$ cat config.mk
export PLATFORM = sky130hd
export DESIGN_NAME = vga_timing_gen_flat
export DESIGN_NICKNAME = d
export VERILOG_FILES = /design/src/rtl/vga_timing_gen_if.sv /design/src/rtl/vga_timing_gen.sv /design/src/flat_wrapper.sv
export SDC_FILE = /design/constraint.sdc
export NUM_CORES = 1
export LEC_CHECK = 0
export ABC_AREA = 1
export CORE_UTILIZATION = 47
export CTS_CLUSTER_SIZE = 40
export DETAILED_ROUTE_END_ITERATION = 10
export MAX_ROUTING_LAYER = met4
export PLACE_DENSITY_LB_ADDON = 0.15
export SYNTH_ARGS = -nofsm -noshare
export SYNTH_HDL_FRONTEND = slang
export SYNTH_SLANG_ARGS = --single-unit
export TNS_END_PERCENT = 1
$ cat constraint.sdc
create_clock -name clk_vga -period 1.4 [get_ports clk_vga]
set_input_delay 0.35 -clock clk_vga [delete_from_list [all_inputs] [get_ports clk_vga]]
set_output_delay 0.35 -clock clk_vga [all_outputs]
set_load 0.005 [all_outputs]
$ cat src/rtl/vga_timing_gen_if.sv
// vga_timing_gen_if: groups the pixel-tick, colour-source and display signals of vga_timing_gen
//   master (the generator): takes i_ce, i_pattern, i_r/g/b; drives o_x, o_y, o_de_req, o_vga_*, o_de, o_frame_start
//   slave (the colour source / display): the mirror image
interface vga_timing_gen_if #(
    parameter int CW = 4,
    parameter int XW = 10,
    parameter int YW = 10
);
    logic          i_ce;
    logic          i_pattern;
    logic [CW-1:0] i_r, i_g, i_b;
    logic [XW-1:0] o_x;
    logic [YW-1:0] o_y;
    logic          o_de_req;
    logic          o_vga_hs, o_vga_vs;
    logic [CW-1:0] o_vga_r, o_vga_g, o_vga_b;
    logic          o_de;
    logic          o_frame_start;
    modport master (
        input  i_ce, i_pattern, i_r, i_g, i_b,
        output o_x, o_y, o_de_req, o_vga_hs, o_vga_vs, o_vga_r, o_vga_g, o_vga_b, o_de, o_frame_start
    );
    modport slave (
        output i_ce, i_pattern, i_r, i_g, i_b,
        input  o_x, o_y, o_de_req, o_vga_hs, o_vga_vs, o_vga_r, o_vga_g, o_vga_b, o_de, o_frame_start
    );
endinterface

$ cat src/rtl/vga_timing_gen.sv
// vga_timing_gen: VGA sync/blanking generator with latency-matched colour path and colour-bar pattern
//   clk_vga, rst_vga (sync, active-high): clock and reset
//   bus (vga_timing_gen_if.master): pixel tick enable, colour source request/return, display outputs
module vga_timing_gen #(
    parameter int H_ACTIVE = 640,
    parameter int H_FP     = 16,
    parameter int H_SYNC   = 96,
    parameter int H_BP     = 48,
    parameter int V_ACTIVE = 480,
    parameter int V_FP     = 10,
    parameter int V_SYNC   = 2,
    parameter int V_BP     = 33,
    parameter bit HS_POL   = 1'b0,
    parameter bit VS_POL   = 1'b0,
    parameter int PIPE_LAT = 1,
    parameter int CW       = 4,
    parameter int XW       = 10,
    parameter int YW       = 10
) (
    input logic clk_vga,
    input logic rst_vga,
    vga_timing_gen_if.master bus
);
    localparam int H_TOTAL = H_ACTIVE + H_FP + H_SYNC + H_BP;
    localparam int V_TOTAL = V_ACTIVE + V_FP + V_SYNC + V_BP;
    localparam int BAR_W   = H_ACTIVE / 8;
    localparam logic [XW-1:0] H_LAST   = XW'(H_TOTAL - 1);
    localparam logic [XW-1:0] H_ACT    = XW'(H_ACTIVE);
    localparam logic [XW-1:0] HS_BEG   = XW'(H_ACTIVE + H_FP);
    localparam logic [XW-1:0] HS_END   = XW'(H_ACTIVE + H_FP + H_SYNC);
    localparam logic [XW-1:0] BAR_LAST = XW'(BAR_W - 1);
    localparam logic [YW-1:0] V_LAST   = YW'(V_TOTAL - 1);
    localparam logic [YW-1:0] V_ACT    = YW'(V_ACTIVE);
    localparam logic [YW-1:0] VS_BEG   = YW'(V_ACTIVE + V_FP);
    localparam logic [YW-1:0] VS_END   = YW'(V_ACTIVE + V_FP + V_SYNC);

    // per-pixel control travelling alongside the colour source latency; hs/vs are "sync asserted" flags
    typedef struct packed {
        logic       de;
        logic       hs;
        logic       vs;
        logic       fs;
        logic       pat;
        logic [2:0] c;
    } ctrl_t;

    logic [XW-1:0] h_q, h_d, bc_q, bc_d;
    logic [YW-1:0] v_q, v_d;
    logic [2:0]    bar_q, bar_d;
    logic          h_wrap, step;
    ctrl_t         ctrl, tail;
    logic          hs_q, hs_d, vs_q, vs_d, de_q, de_d, fs_q, fs_d;
    logic [CW-1:0] r_q, r_d, g_q, g_d, b_q, b_d;

    always_comb begin
        h_wrap = h_q == H_LAST;
        step   = h_q < H_ACT && bc_q == BAR_LAST;
        h_d    = h_wrap ? '0 : h_q + 1'b1;
        v_d    = !h_wrap ? v_q : v_q == V_LAST ? '0 : v_q + 1'b1;
        bc_d   = h_wrap || step ? '0 : h_q < H_ACT ? bc_q + 1'b1 : bc_q;
        bar_d  = h_wrap ? '0 : step && bar_q != 3'd7 ? bar_q + 1'b1 : bar_q;
    end

    always_comb begin
        ctrl.de  = h_q < H_ACT && v_q < V_ACT;
        ctrl.hs  = h_q >= HS_BEG && h_q < HS_END;
        ctrl.vs  = v_q >= VS_BEG && v_q < VS_END;
        ctrl.fs  = h_q == '0 && v_q == '0;
        ctrl.pat = bus.i_pattern;
        ctrl.c   = 3'd7 - bar_q;
    end

    if (PIPE_LAT == 0) begin : g_nodl
        assign tail = ctrl;
    end else begin : g_dl
        ctrl_t dl_q [PIPE_LAT];
        ctrl_t dl_d [PIPE_LAT];
        always_comb begin
            dl_d[0] = ctrl;
            for (int i = 1; i < PIPE_LAT; i++) dl_d[i] = dl_q[i-1];
        end
        always_ff @(posedge clk_vga) begin
            if (rst_vga) begin
                for (int i = 0; i < PIPE_LAT; i++) dl_q[i] <= '0;
            end else if (bus.i_ce) begin
                dl_q <= dl_d;
            end
        end
        assign tail = dl_q[PIPE_LAT-1];
    end

    // blanking forces black, so the pattern and pass-through paths only matter while de is set
    always_comb begin
        de_d = tail.de;
        fs_d = tail.fs;
        hs_d = tail.hs ? HS_POL : ~HS_POL;
        vs_d = tail.vs ? VS_POL : ~VS_POL;
        r_d  = !tail.de ? '0 : tail.pat ? {CW{tail.c[2]}} : bus.i_r;
        g_d  = !tail.de ? '0 : tail.pat ? {CW{tail.c[1]}} : bus.i_g;
        b_d  = !tail.de ? '0 : tail.pat ? {CW{tail.c[0]}} : bus.i_b;
    end

    always_ff @(posedge clk_vga) begin
        if (rst_vga) begin
            h_q   <= '0;
            v_q   <= '0;
            bc_q  <= '0;
            bar_q <= '0;
            hs_q  <= ~HS_POL;
            vs_q  <= ~VS_POL;
            de_q  <= 1'b0;
            fs_q  <= 1'b0;
            r_q   <= '0;
            g_q   <= '0;
            b_q   <= '0;
        end else if (bus.i_ce) begin
            h_q   <= h_d;
            v_q   <= v_d;
            bc_q  <= bc_d;
            bar_q <= bar_d;
            hs_q  <= hs_d;
            vs_q  <= vs_d;
            de_q  <= de_d;
            fs_q  <= fs_d;
            r_q   <= r_d;
            g_q   <= g_d;
            b_q   <= b_d;
        end
    end

    assign bus.o_x           = h_q;
    assign bus.o_y           = v_q;
    assign bus.o_de_req      = h_q < H_ACT && v_q < V_ACT;
    assign bus.o_vga_hs      = hs_q;
    assign bus.o_vga_vs      = vs_q;
    assign bus.o_vga_r       = r_q;
    assign bus.o_vga_g       = g_q;
    assign bus.o_vga_b       = b_q;
    assign bus.o_de          = de_q;
    assign bus.o_frame_start = fs_q;
endmodule

$ cat src/flat_wrapper.sv
// flat-port wrapper written by rule: the top's interface ports become plain ports
module vga_timing_gen_flat 
#(
    parameter int H_ACTIVE = 640,
    parameter int H_FP     = 16,
    parameter int H_SYNC   = 96,
    parameter int H_BP     = 48,
    parameter int V_ACTIVE = 480,
    parameter int V_FP     = 10,
    parameter int V_SYNC   = 2,
    parameter int V_BP     = 33,
    parameter bit HS_POL   = 1'b0,
    parameter bit VS_POL   = 1'b0,
    parameter int PIPE_LAT = 1,
    parameter int CW       = 4,
    parameter int XW       = 10,
    parameter int YW       = 10
)
  (clk_vga, rst_vga, bus_i_ce, bus_i_pattern, bus_i_r, bus_i_g, bus_i_b, bus_o_x, bus_o_y, bus_o_de_req, bus_o_vga_hs, bus_o_vga_vs, bus_o_vga_r, bus_o_vga_g, bus_o_vga_b, bus_o_de, bus_o_frame_start);
  vga_timing_gen_if #(.CW(CW), .XW(XW), .YW(YW)) bus_i ();
  input logic clk_vga;
  input logic rst_vga;
  input wire logic [$bits(bus_i.i_ce)-1:0] bus_i_ce;
  input wire logic [$bits(bus_i.i_pattern)-1:0] bus_i_pattern;
  input wire logic [$bits(bus_i.i_r)-1:0] bus_i_r;
  input wire logic [$bits(bus_i.i_g)-1:0] bus_i_g;
  input wire logic [$bits(bus_i.i_b)-1:0] bus_i_b;
  output wire logic [$bits(bus_i.o_x)-1:0] bus_o_x;
  output wire logic [$bits(bus_i.o_y)-1:0] bus_o_y;
  output wire logic [$bits(bus_i.o_de_req)-1:0] bus_o_de_req;
  output wire logic [$bits(bus_i.o_vga_hs)-1:0] bus_o_vga_hs;
  output wire logic [$bits(bus_i.o_vga_vs)-1:0] bus_o_vga_vs;
  output wire logic [$bits(bus_i.o_vga_r)-1:0] bus_o_vga_r;
  output wire logic [$bits(bus_i.o_vga_g)-1:0] bus_o_vga_g;
  output wire logic [$bits(bus_i.o_vga_b)-1:0] bus_o_vga_b;
  output wire logic [$bits(bus_i.o_de)-1:0] bus_o_de;
  output wire logic [$bits(bus_i.o_frame_start)-1:0] bus_o_frame_start;
  assign bus_i.i_ce = bus_i_ce;
  assign bus_i.i_pattern = bus_i_pattern;
  assign bus_i.i_r = bus_i_r;
  assign bus_i.i_g = bus_i_g;
  assign bus_i.i_b = bus_i_b;
  assign bus_o_x = bus_i.o_x;
  assign bus_o_y = bus_i.o_y;
  assign bus_o_de_req = bus_i.o_de_req;
  assign bus_o_vga_hs = bus_i.o_vga_hs;
  assign bus_o_vga_vs = bus_i.o_vga_vs;
  assign bus_o_vga_r = bus_i.o_vga_r;
  assign bus_o_vga_g = bus_i.o_vga_g;
  assign bus_o_vga_b = bus_i.o_vga_b;
  assign bus_o_de = bus_i.o_de;
  assign bus_o_frame_start = bus_i.o_frame_start;
  vga_timing_gen #(.H_ACTIVE(H_ACTIVE), .H_FP(H_FP), .H_SYNC(H_SYNC), .H_BP(H_BP), .V_ACTIVE(V_ACTIVE), .V_FP(V_FP), .V_SYNC(V_SYNC), .V_BP(V_BP), .HS_POL(HS_POL), .VS_POL(VS_POL), .PIPE_LAT(PIPE_LAT), .CW(CW), .XW(XW), .YW(YW)) u_core (.clk_vga(clk_vga), .rst_vga(rst_vga), .bus(bus_i));
endmodule
Word-level counts from Yosys, hierarchy flattened. Index checks and enable logic that the tools add are counted. Widths: inputs -> output; s select.

Add/sub/neg operators: 5. $mul: 0. Div/mod/pow operators: 0. $lt $le $gt $ge: 6. Equal/unequal tests: 4. Shift-type cells: 0. Mux-type cells: 14. Bitwise gates (word level): 0. Reductions and logical operators: 14.

Operators with widths (count): $mux 10 (4); $add 10x1->10 const B (3); $mux 4 (6); $eq 10x10->1 const B (2); $logic_not 10->1 (2); $lt 10x10->1 const B (2); $lt 10x9->1 const B (2); $eq 10x7->1 const B (1); $ge 10x10->1 const B (1); $ge 10x9->1 const B (1); $logic_and 1x1->1 (6); $mux 3 (2); $reduce_and 2->1 (3); $reduce_bool 2->1 (2); $add 3x1->3 const B (1); $ne 3x3->1 const B (1); $sub 3x3->3 const A (1); $mux 1 (2); $logic_or 1x1->1 (1).

Register bits after elaboration: 57. Latch bits: 0. RAM bits: 0. Bits in read-only memories: 0. Input bits: 16. Output and inout bits: 37. Logic and storage cells: 60. Memories kept: 0.

Longest topological paths before layout.
Depth after elaboration: 5. Depth in mapped cells: 10. Gate-level depth less buffers: 10.

Worst setup path before layout. No wires, ideal clock.

Path type: register to register. From: reg u_core.h_q[1], in the netlist u_core.bus.o_x[1]. To: reg u_core.v_q[3], in the netlist u_core.bus.o_y[3]. Library setup time: 0.132 ns. Data arrival time: 1.352 ns. Data required time: 1.268 ns. Setup slack: -0.085 ns. Cell stages (with the launch flop): 7. Buffers on the path: 0. Clock period less this slack: 1.485 ns. Path through: dfxtp_1 ha_1 nand2_1 nor2_4 nand3_4 o21ai_0 nor2_1.

Longest elaborated chain between the ends: 2.

RTL lines: from (decl) (RTL line vga_timing_gen.sv:47) `logic [XW-1:0] h_q, h_d, bc_q, bc_d;`; from (signal assigned) (RTL line vga_timing_gen.sv:105) `h_q <= '0;`; from (signal assigned) (RTL line vga_timing_gen.sv:117) `h_q <= h_d;`; $eq 10x10->1 (RTL line vga_timing_gen.sv:56) `h_wrap = h_q == H_LAST;`; $reduce_and 2->1 (no source line); to (signal assigned) (RTL line vga_timing_gen.sv:118) `v_q <= v_d;`; to (decl) (RTL line vga_timing_gen.sv:48) `logic [YW-1:0] v_q, v_d;`.

Every way passes these cells. A chain may end at the register's enable or synchronous reset.

Worst setup path in the final report.
From: reg u_core.v_q[6], in the netlist u_core.bus.o_y[6]. To: out bus_o_de_req.

Longest elaborated chain between the ends: 2.

RTL lines: $lt 10x9->1 (RTL line vga_timing_gen.sv:133) `assign bus.o_de_req = h_q < H_ACT && v_q < V_ACT;`; $logic_and 1x1->1 (RTL line vga_timing_gen.sv:133); to (decl) (RTL line flat_wrapper.sv:30) `output wire logic [$bits(bus_i.o_de_req)-1:0] bus_o_de_req;`.

Every way passes these cells.

==> results.json <==
{
  "status": "finished with violations",
  "violations": "negative setup slack",
  "reg2reg_to": "u_core.bc_q[5]$_SDFFE_PP0P_",
  "rows": 28,
  "first_global_vias": 2963,
  "drive_gt1_share_pct": 27.13,
  "final_cells": 639,
  "synth.avg_cell_area_sq_um": 6.709,
  "grt_pass1_wl_microns": 13300,
  "fin_nets": 582,
  "rrSetupSlack_ns": -0.03,
  "startpoint": "u_core.bus.o_y[6]$_SDFFE_PP0P_",
  "drt-initial-drc-count": 214,
  "area_growth_pct": 49.15,
  "clkTransAtPathRegs_ns": 0.07,
  "finalWorstSetupSlack_ns": -0.2383,
  "cp_num_buf_inv": 2,
  "power.total_mw": 3.920,
  "synth-warning-count": 0,
  "holdCritStartpoint": "u_core.g_dl.dl_q[6]$_SDFFE_PP0P_",
  "cts_made_buffers": 9,
  "path_delay_family": "simple AND/OR/NAND/NOR gates",
  "path_cells": "nand2_2 -> nor3_4 -> nand3b_1 -> inv_1 -> buf_2",
  "cts_tree": "built",
  "holdPathEnd": "u_core.bus.o_vga_hs$_SDFFE_PP1P_",
  "die_area_sq_um": 6587,
  "maxSlewHeadroom_pct": 70.14,
  "fill_cells": 483,
  "finalSetupViolations": 8,
  "fin_worst_skew_ns": 0.006076,
  "arrival_ns": 1.29,
  "yosysSeqAreaShare_pct": 38.74,
  "cap_violations": 0,
  "start_util_pct": 49.16,
  "drc": 0,
  "grt-ovfl-total": 0,
  "grt_use_total_pct": 27.35,
  "tightest_slew_ns": 0.4473,
  "antenna_left": 0,
  "coreArea_sq_um": 5991,
  "syn-num-nets": 462,
  "die_y_microns": 81.16,
  "r2r_cells": 10,
  "viasPerCell": 5.061,
  "antenna_cells": 0,
  "drt_wl_total_microns": 8009,
  "cp_slowest_cell": "dfxtp_2",
  "critPathCaptureType": "primary output",
  "ys_types": 30,
  "synth_top_area_share_pct": 38.74,
  "worst-path-stages": 5,
  "whs_ns": 0.4437,
  "synth_area_leader_cell": "dfxtp_1",
  "clkSinkCount": 57,
  "regArea_sq_um": 1187,
  "clk_latency_ns": 0.34,
  "fin_crit_sh_pct": 117.0,
  "pre_cts_slack_ns": -0.4565,
  "final_cell_mix": "nand2_1, buf_4, inv_1",
  "die_w_microns": 81.16,
  "final_common_cell": "nand2_1",
  "worst_setup_path_start_kind": "register",
  "ir_drop_uv": 874.8,
  "multiInputGateArea_sq_um": 1609,
  "finalHoldViolations": 0,
  "hold_path_depth": 1,
  "io_pins": 53,
  "syn_inst": 439,
  "gp_congestion": 0.8840,
  "required_ns": 1.05,
  "wire_per_inst_microns": 12.53,
  "num_vias": 3234,
  "dr.pass1.iters": 5,
  "cts_buffer_depth": 2,
  "layout_min_cycle_time_ns": 1.638,
  "hold_buffers": 0,
  "powerDensity_nw_per_um2": 892.4,
  "crit_fanout": 2,
  "antenna_found_initial": 0,
  "max_freq_ghz": 0.6104,
  "tns_ns": -0.3783,
  "rsz0062_at_grt": "yes",
  "hold_path.class": "reg2reg",
  "synth.top_cells.by_area": "dfxtp_1, nand2_1, inv_1",
  "crit_type": "reg2out",
  "crit-reg2reg-launch": "u_core.bus.o_x[0]$_SDFFE_PP0P_",
  "ys_seq_elements": 57,
  "slew_violations": 0,
  "port_buffers": 52,
  "dp_cells": 618,
  "syn_area_sq_um": 2945,
  "cts-root-buf": "clkbuf_8",
  "cpPeakStageDelay_ns": 0.34,
  "grt_max_degree": 21,
  "p_leak_nw": 2.041,
  "dp_hpwl_microns": 5698,
  "h-tree-depth": 3
}
-- metrics by stage --
| stage | area, sq um | util (%) |
|---|---|---|
| after floorplan | 2945 | - |
| after global placement | 4006 | 66.88 |
| after detailed placement | 4006 | 66.88 |
| after CTS | 4337 | 72.39 |
| after global routing | 4393 | 73.33 |
| final | 4393 | 73.33 |
-- metal layers --
metal	global-route usage, %	share of wire (%)
met2	41.76	46
met3	6.292	4.7
met5	-	0
met1	35.13	48
met4	9.821	2.0
-- state kept, by name, indices dropped and copies added (netlist names), 3 cells and up --
name,flops
u_core.bus.o_y,10
u_core.bus.o_x,10
u_core.bus.o_vga_g,4
u_core.bar_q,3
u_core.bus.o_vga_r,4
u_core.bus.o_vga_b,4
u_core.bc_q,10
u_core.g_dl.dl_q,6
-- repair_timing --
action,in CTS,in global routing
gates cloned,0,0
endpoints found under the setup margin,62,35
pin swaps,5,3
setup buffers,4,1
resized for setup,94,24
-- power by group --
group	internal, mW	switching (mW)
sequential	1.66	0.0315
clock	1.18	0.723
combinational	0.166	0.161
total	3.00	0.916
-- worst max-delay path by stage --
stage | to | slack (ns)
global route | bus_o_de_req | -0.33
floorplan | u_core.bc_q[1]$_SDFFE_PP0P_ | -0.05
detailed placement | u_core.bc_q[1]$_SDFFE_PP0P_ | -0.46
global placement | u_core.bc_q[1]$_SDFFE_PP0P_ | -0.41
finish | bus_o_de_req | -0.24
CTS | bus_o_de_req | -0.25
-- logic make-up after synthesis --
group           share of synthesized area (%)
flops                                   38.74
buf+inv                                 9.771
fa+ha+maj                               2.974
simple gates                            34.32
xor+xnor                                2.337
compound gates                          11.85
-- final cells by class --
| class | count | share of cell area [%] |
|---|---|---|
| multi-input combinational | 309 | 36.63 |
| sequential | 57 | 27.03 |
| clock buffer | 9 | 2.820 |
| tap | 75 | 2.136 |
| timing repair buffer | 121 | 23.47 |
| inverter | 61 | 5.212 |
| clock inverter | 7 | 2.706 |
-- cells in the mapped netlist --
library cell / instances
clkinv_1: 2
nor4_1: 2
nor2_4: 3
nand4_1: 9
o21bai_1: 1
nand2_1: 111
nand3_1: 30
ha_1: 7
nand2_2: 3
clkbuf_1: 7
nor2_2: 1
buf_6: 1
nor2_1: 50
nor3b_2: 2
nand3_2: 2
or2_2: 1
buf_4: 1
buf_1: 1
inv_2: 1
o21ai_0: 28
a21oi_1: 39
buf_2: 2
nor3_1: 9
inv_1: 58
nand3_4: 1
xor2_1: 6
dfxtp_1: 57
nand3b_1: 2
xor2_2: 1
a31oi_1: 1
Power figures use the tool's default switching activity.
